<file path="config.mk">
export PLATFORM = sky130hd
export DESIGN_NAME = ser_word_8
export DESIGN_NICKNAME = d
export VERILOG_FILES = /design/src/rtl/ser_word_8_pkg.sv /design/src/rtl/ser_word_8_mux.sv /design/src/rtl/ser_word_8.sv
export SDC_FILE = /design/constraint.sdc
export NUM_CORES = 1
export LEC_CHECK = 0
export ABC_AREA = 1
export BUFFER_PORTS_ARGS = -buffer_cell sky130_fd_sc_hd__buf_4
export CORE_MARGIN = 8
export CORE_UTILIZATION = 50
export CTS_BUF_LIST = sky130_fd_sc_hd__clkbuf_16
export DETAILED_ROUTE_END_ITERATION = 8
export PLACE_DENSITY = 0.81
export SETUP_SLACK_MARGIN = 0.05
export SYNTH_ARGS = -nofsm -noshare
export SYNTH_HDL_FRONTEND = slang
export SYNTH_SLANG_ARGS = --single-unit
</file>
<file path="constraint.sdc">
create_clock -name clk -period 2.3 [get_ports clk]
set_input_delay 0.69 -clock clk [delete_from_list [all_inputs] [get_ports clk]]
set_output_delay 0.69 -clock clk [all_outputs]
set_load 0.01 [all_outputs]
</file>
<file path="src/rtl/ser_word_8_pkg.sv">
// Shared types and constants for the ser_word_8 parallel-to-serial front end.
package ser_word_8_pkg;

  localparam int unsigned W    = 8;
  localparam int unsigned SELW = 3;
  localparam int unsigned GAPW = 4;

  localparam logic [SELW-1:0] CNT_FIRST = SELW'(0);
  localparam logic [SELW-1:0] CNT_LAST  = SELW'(W - 1);

  typedef enum logic [1:0] {
    S_IDLE  = 2'd0,
    S_SHIFT = 2'd1,
    S_GAP   = 2'd2
  } state_e;

  // Decoded control outputs, produced together by the output process.
  typedef struct packed {
    logic ser_valid;
    logic frame_start;
    logic frame_end;
    logic busy;
    logic in_ready;
  } ser_flags_t;

  // Bit select for a given position in the frame; MSB-first walks 7..0.
  function automatic logic [SELW-1:0] bit_sel(input logic [SELW-1:0] cnt,
                                              input logic            msb_first);
    return cnt ^ {SELW{msb_first}};
  endfunction

  // Gap counter load value; the final gap cycle is the one where the counter reads 0.
  function automatic logic [GAPW-1:0] gap_load(input int unsigned gap_cycles);
    return (gap_cycles == 0) ? '0 : GAPW'(gap_cycles - 1);
  endfunction

endpackage

</file>
<file path="src/rtl/ser_word_8_mux.sv">
// 8:1 bit select tree: picks one bit of the held word.
module ser_word_8_mux
  import ser_word_8_pkg::*;
(
  input  logic [W-1:0]    i,
  input  logic [SELW-1:0] s,
  output logic            f
);

  always_comb begin
    f = 1'b0;
    case (s)
      3'd0:    f = i[0];
      3'd1:    f = i[1];
      3'd2:    f = i[2];
      3'd3:    f = i[3];
      3'd4:    f = i[4];
      3'd5:    f = i[5];
      3'd6:    f = i[6];
      3'd7:    f = i[7];
      default: f = 1'b0;
    endcase
  end

endmodule

</file>
<file path="src/rtl/ser_word_8.sv">
// Parallel-to-serial front end: accepts a byte over valid/ready and emits it one bit
// per enabled cycle, optionally with forced idle gaps between frames.
module ser_word_8
  import ser_word_8_pkg::*;
#(
  parameter bit          MSB_FIRST  = 1'b0,
  parameter int unsigned GAP_CYCLES = 0
) (
  input  logic         clk,
  input  logic         rst_n,
  input  logic [W-1:0] in_data,
  input  logic         in_valid,
  output logic         in_ready,
  input  logic         ser_en,
  output logic         ser_out,
  output logic         ser_valid,
  output logic         frame_start,
  output logic         frame_end,
  output logic         busy
);

  localparam bit              GAP_EN   = (GAP_CYCLES != 0);
  localparam logic [GAPW-1:0] GAP_LOAD = gap_load(GAP_CYCLES);

  state_e          state_q, state_d;
  logic [W-1:0]    word_q, word_d;
  logic [SELW-1:0] cnt_q, cnt_d;
  logic [GAPW-1:0] gap_q, gap_d;

  logic            accept;
  logic            cnt_last;
  logic            gap_last;
  logic [SELW-1:0] sel;
  logic            raw_bit;
  ser_flags_t      flags;

  assign cnt_last = (cnt_q == CNT_LAST);
  assign gap_last = (gap_q == '0);
  assign accept   = in_valid & flags.in_ready;

  // State register, including the held word and both counters.
  always_ff @(posedge clk or negedge rst_n) begin
    if (!rst_n) begin
      state_q <= S_IDLE;
      word_q  <= '0;
      cnt_q   <= '0;
      gap_q   <= '0;
    end else begin
      state_q <= state_d;
      word_q  <= word_d;
      cnt_q   <= cnt_d;
      gap_q   <= gap_d;
    end
  end

  // Next-state and counter updates; an accept always restarts the frame at bit 0.
  always_comb begin
    state_d = state_q;
    word_d  = word_q;
    cnt_d   = cnt_q;
    gap_d   = gap_q;
    case (state_q)
      S_IDLE: begin
        if (accept) begin
          word_d  = in_data;
          cnt_d   = CNT_FIRST;
          state_d = S_SHIFT;
        end
      end
      S_SHIFT: begin
        if (ser_en) begin
          if (!cnt_last) begin
            cnt_d = cnt_q + SELW'(1);
          end else if (GAP_EN) begin
            gap_d   = GAP_LOAD;
            state_d = S_GAP;
          end else if (accept) begin
            word_d  = in_data;
            cnt_d   = CNT_FIRST;
          end else begin
            state_d = S_IDLE;
          end
        end
      end
      S_GAP: begin
        if (!gap_last) begin
          gap_d = gap_q - GAPW'(1);
        end else if (accept) begin
          word_d  = in_data;
          cnt_d   = CNT_FIRST;
          state_d = S_SHIFT;
        end else begin
          state_d = S_IDLE;
        end
      end
      default: state_d = S_IDLE;
    endcase
  end

  // Output decode from registered state; in_ready never looks at in_valid.
  always_comb begin
    flags = '0;
    case (state_q)
      S_IDLE: begin
        flags.in_ready = 1'b1;
      end
      S_SHIFT: begin
        flags.ser_valid   = 1'b1;
        flags.busy        = 1'b1;
        flags.frame_start = (cnt_q == CNT_FIRST);
        flags.frame_end   = cnt_last;
        flags.in_ready    = !GAP_EN && cnt_last && ser_en;
      end
      S_GAP: begin
        flags.busy     = 1'b1;
        flags.in_ready = gap_last;
      end
      default: flags = '0;
    endcase
  end

  assign sel = bit_sel(cnt_q, MSB_FIRST);

  ser_word_8_mux u_mux (
    .i (word_q),
    .s (sel),
    .f (raw_bit)
  );

  assign ser_out     = raw_bit & flags.ser_valid;
  assign ser_valid   = flags.ser_valid;
  assign frame_start = flags.frame_start;
  assign frame_end   = flags.frame_end;
  assign busy        = flags.busy;
  assign in_ready    = flags.in_ready;

endmodule

</file>
Yosys cells after proc, flatten, opt, wreduce, memory -nomap -nowiden. Index checks and enable logic that the tools add are counted.

Flip-flop bits (word level): 17. Input bits: 12. Output and inout bits: 6. Word-level logic and storage cells: 54.

$add $sub $neg: 2. Equality and inequality tests: 14. Mux-type cells: 21. Bitwise gates (word level): 3. Reduce and logical (&&, ||, !) cells: 10.

Operators by type and width (number): $mux 8 (4); $pmux 8 s3 (1); $mux 3 (5); $eq 3x3->1 const B (4); $mux 2 (5); $ne 2x2->1 const B (5); $pmux 3 s3 (1); $pmux 1 s8 (1); $eq 3x2->1 const B (2); $pmux 2 s3 (1); $reduce_and 5->1 (1); $logic_not 4->1 (1); $reduce_and 4->1 (1); $sub 4x1->4 const B (1); $add 3x1->3 const B (1); $eq 3x1->1 const B (1); $logic_not 3->1 (1); $pmux 1 s3 (1); $reduce_and 3->1 (1); $reduce_bool 3->1 (1); $and 1x1->1 (2); $eq 2x1->1 const B (1); $eq 2x2->1 const B (1); $logic_not 2->1 (1); 5 further kinds (6).

Longest topological paths before layout.
Word-level depth: 8. Mapped depth: 8. Gate-level depth less buffers: 8.

By module. Synthesis repeated with hierarchy kept, for this count alone.

Cell total of the unflattened synthesis: 89. Area, all modules: 669.4 um^2.

By module, submodules not included: ser_word_8 (instances 1, cells each 71, area an instance 594.3 um^2, seq. area each 300.3 um^2); ser_word_8_mux (instances 1, cells each 18, area an instance 75.1 um^2, seq. area each 0.0 um^2).

Worst setup path before layout. No wires, ideal clock.

Path kind: register to output. Start: reg cnt_q[0]. End: out ser_out. Arrival: 1.298 ns. Required time: 1.610 ns. Slack: 0.312 ns. Stages on the path, launching flop included: 8. Path buffers: 0. Path through: dfrtp_1 ha_1 ha_1 nor2_1 nand3_1 nand2_1 nor2_1 nor2_1.

Longest elaborated chain between the ends: 3. Elaborated cells between the ends (all ways): 10. Those cells by class: eq/ne (7); mux (1); bitwise (1); reduce/logical (1).

Ends and longest elaborated chain: start: declaration (RTL line ser_word_8.sv:27) `logic [SELW-1:0] cnt_q, cnt_d;`; start signal: assignment (RTL line ser_word_8.sv:51) `cnt_q <= cnt_d;`; $eq 3x3->1, or another cell as far along (RTL line ser_word_8_mux.sv:12) `case (s)`; $pmux 1 s8 (*) (RTL line ser_word_8_mux.sv:12); $and 1x1->1 (*) (RTL line ser_word_8.sv:130) `assign ser_out = raw_bit & flags.ser_valid;`; end: declaration (RTL line ser_word_8.sv:15) `output logic ser_out,`.

Every way passes the cells marked *; elsewhere a longest branch is shown, timed or not.

Worst setup path in the final report.
Start: reg cnt_q[1]. End: out ser_out.

Same word-level chain as after synthesis.

==> results.txt <==
- Share of the core filled with cells: a little over two thirds
- The first global-routing pass estimated 3110 um of wire.
* Share of the synthesized area in the top cell type: between 30% and 40%
- Remaining global-route overflow: 0
- Sequential cell area fraction in the yosys report: 38.1%
- Total area of multi-input combinational cells: 440 um2
- In this run the tightest slew margin relative to its limit is between 80 and 90%.
- Fmax: 443 MHz
- Data arrives at the worst endpoint at 1.57 ns.
* Time the final worst path needs with I/O delays and setup: around 2.3 ns
- The floorplan step defined a die boundary enclosing 3100 um2.
- For this run, design rule violations remaining after detail routing come to 0.
- For this configuration, the core starts out at a cell density of 52.9%.
- Die height: 55.7 um
* Drt total wl: 1860 um
- Counting the fill cells in the layout gives 116.
- Core region area: roughly 1500 um2
- In the finished design, the share of the clock period the worst path needs comes to 98.2%.
* Ys async rst share: between 90% and 100%
- The HPWL after detailed placement is 1370 um.
- Post-Syn Nets: 118
- Category of the most critical setup path: reg -> out
* Worst Max-Slew Pin Slew: 0.205 ns
- Setup crit start: cnt_q[1]
* Max Slew Vio Count: 0
- Vias in the first global route: 739
- The placed instances occupy a cell area of 911 um2.
- # hold bufs at CTS: 0
* Type of the tightest min-delay check: in -> async
- Dividing total power by cell area gives a power density of around 1200 nW/um2.
- Crit start category: register
- Detailed-route wire length per cell: ~14 um
- Maximum number of pins on one net before global-route repair: 13
* Clock sink total: 12
- Data required time at the worst endpoint: roughly 1.6 ns
- In this run the critical register-to-register path is launched from cnt_q[1].
* Number of buffers added by the clock tree synthesis step: 3
- CTS tree: done
- Cell Rows: 14
- Initial DRC count: 19
- The longest clock path from root to sink contains 2 buffers.
- Critical-path maximum fanout: 3
- Relative to the synthesized area, the layout overhead comes to 31.4%.
- STA classifies the critical path endpoint as an output port.
* Number of iterations in the first detailed-routing pass: 4
* Proportion of layout cells with a drive suffix above 1: 32.5%
- Post-route cell area: 1040 um2
- In this run the count of I/O pins placed on the die edge is 18.
- Once detail routing completed, the nets flagged for antenna violations numbered 0.
- Final-stage net count: 140
* Number of enable-type register cells in the synthesized netlist: 0
- Post-synthesis instance area: 788 um2
- The later pin in the worst-skew pair is clocked with a latency of 0.24 ns.
* Worst vdd rail ir drop: 0.717 mV
* Sequential standard cell area: 302 um2
- Dividing the synthesized area by the synthesized cell count gives ~8 um2.
* Port Buf Inserts: 17
- Outcome: complete, no violations
- Setup violations remaining at the end of the flow were counted as 0.
* Ys flop type: sky130_fd_sc_hd__dfrtp_1
- Max-capacitance violation count: 0
- The number of antenna diodes in the final layout is 0.
* Die boundary width: 55.7 um
- Number of flip-flops and latches in the synthesized netlist: 12
- RSZ-0062 raised after global routing: yes
- Clock-pin slew on the worst setup and hold paths: approximately 0.050 ns
- Number of antenna violations at the first check in global routing: 0
- Synthesis produced a netlist whose cell count is 99.
- The commonest cells after synthesis are 33 x sky130_fd_sc_hd__nand2_1, 12 x sky130_fd_sc_hd__dfrtp_1, 9 x sky130_fd_sc_hd__inv_1.
* Leakage power summed over all cells: 0.565 nW
- Leading cell type by number of instances after synthesis: sky130_fd_sc_hd__nand2_1
* Synth unique cells: 18
- Synth warnings: 0
* Leading area contributor after synthesis: sky130_fd_sc_hd__dfrtp_1
- Global routing consumed, over all layers together, 12.0% of the routing resources.
- After detailed routing, the number of vias per cell comes to between 5 and 6.
- Final hold violations: 0
* Vias after detailed routing: roughly 700
- On the final layout, the worst clock skew is 0.00476 ns.
- Synth top area cells: sky130_fd_sc_hd__dfrtp_1 38%, sky130_fd_sc_hd__nand2_1 16%, sky130_fd_sc_hd__ha_1 11%, sky130_fd_sc_hd__nand4_1 6.3%, sky130_fd_sc_hd__inv_1 4.3%
- The tree is rooted in a sky130_fd_sc_hd__clkbuf_16.
* Routability cong.: 0.872
- Number of levels in the clock H-tree: 1
==> repair_timing <==
action	in CTS	in global routing
buffers inserted	2	0
resized for setup	4	4
pin swaps	0	3
endpoints found under the setup margin	1	1
==> flip-flops by register name, summed over array words and instances, names as in the netlist <==
name	count
word_q	8
cnt_q	3
state_q	1
==> through the flow <==
stage          instances  power, mW  worst slack, ns  setup TNS (ns)  hold slack (ns)
2_1_floorplan         99      0.695            0.312               0            0.394
3_3_place_gp         130      0.843            0.197               0            0.459
3_5_place_dp         130      0.867            0.168               0            0.459
4_1_cts              136       1.23           0.0503               0            0.282
5_1_grt              136       1.35          -0.0521         -0.0521            0.286
6_report             136       1.26           0.0409               0            0.277
==> logic make-up after synthesis <==
logic type	synth area share [%]
buffers and inverters	9.84
flip-flops	38.1
AO/OA/AOI/OAI	1.27
adder cells (fa/ha/maj)	11.1
AND/OR/NAND/NOR	39.7
==> power breakdown <==
part	switching, mW	total, mW	internal (mW)
Combinational	0.308	0.559	0.251
Sequential	0.0843	0.375	0.291
Clock	0.0963	0.326	0.229
==> layout by cell type (no fill, tap or decap), drive strengths merged <==
| master | Yosys | routed |
|---|---|---|
| clkbuf | 1 | 3 |
| buf | 2 | 20 |
| nor2 | 11 | 11 |
| dfrtp | 12 | 12 |
| or2 | 1 | 1 |
| nand3 | 9 | 9 |
| nand4 | 8 | 8 |
| ha | 7 | 7 |
| nand2 | 34 | 34 |
| o21ai | 2 | 2 |
| inv | 12 | 12 |
| clkinv | 0 | 1 |
==> cell type report <==
| cell class | instances | share of cell area [%] |
|---|---|---|
| flip-flops and latches | 12 | 29.1 |
| multi-input cells | 72 | 42.5 |
| repair buffers | 20 | 14.5 |
| inverters | 12 | 4.35 |
| clock inverters | 1 | 0.362 |
| well taps | 16 | 1.93 |
| clock buffers | 3 | 7.25 |
==> final timing paths <==
kind	end	slack [ns]	cells after the start
worst max register to register	word_q[0]	0.65	8
min in group clk	word_q[6]	0.47	2
worst max-delay path	ser_out	0.04	7
worst min register to register	word_q[6]	0.47	2
max in group asynchronous	cnt_q[2]	1.85	1
worst min-delay path	word_q[1]	0.28	1
==> per-layer routing <==
metal | routed length, um | global-route usage (%) | up-vias | share of wire [%]
li1 | - | - | 356 | -
met1 | 853 | 13.1 | 325 | 46
met2 | 870 | 19.9 | 17 | 47
met3 | 111 | 4.34 | 4 | 6.0
met4 | 29 | 5.63 | 0 | 1.6
met5 | 0 | 0 | - | 0
==> worst max-delay path, cell delays in order, from the launching register on <==
cell and delay [ns]:
sky130_fd_sc_hd__dfrtp_1 0.43, sky130_fd_sc_hd__ha_4 0.20, sky130_fd_sc_hd__ha_4 0.17, sky130_fd_sc_hd__nor2_1 0.10, sky130_fd_sc_hd__nand3_1 0.09, sky130_fd_sc_hd__o21ai_1 0.14, sky130_fd_sc_hd__nor2_1 0.05, sky130_fd_sc_hd__buf_4 0.13
Power figures use the tool's default switching activity.
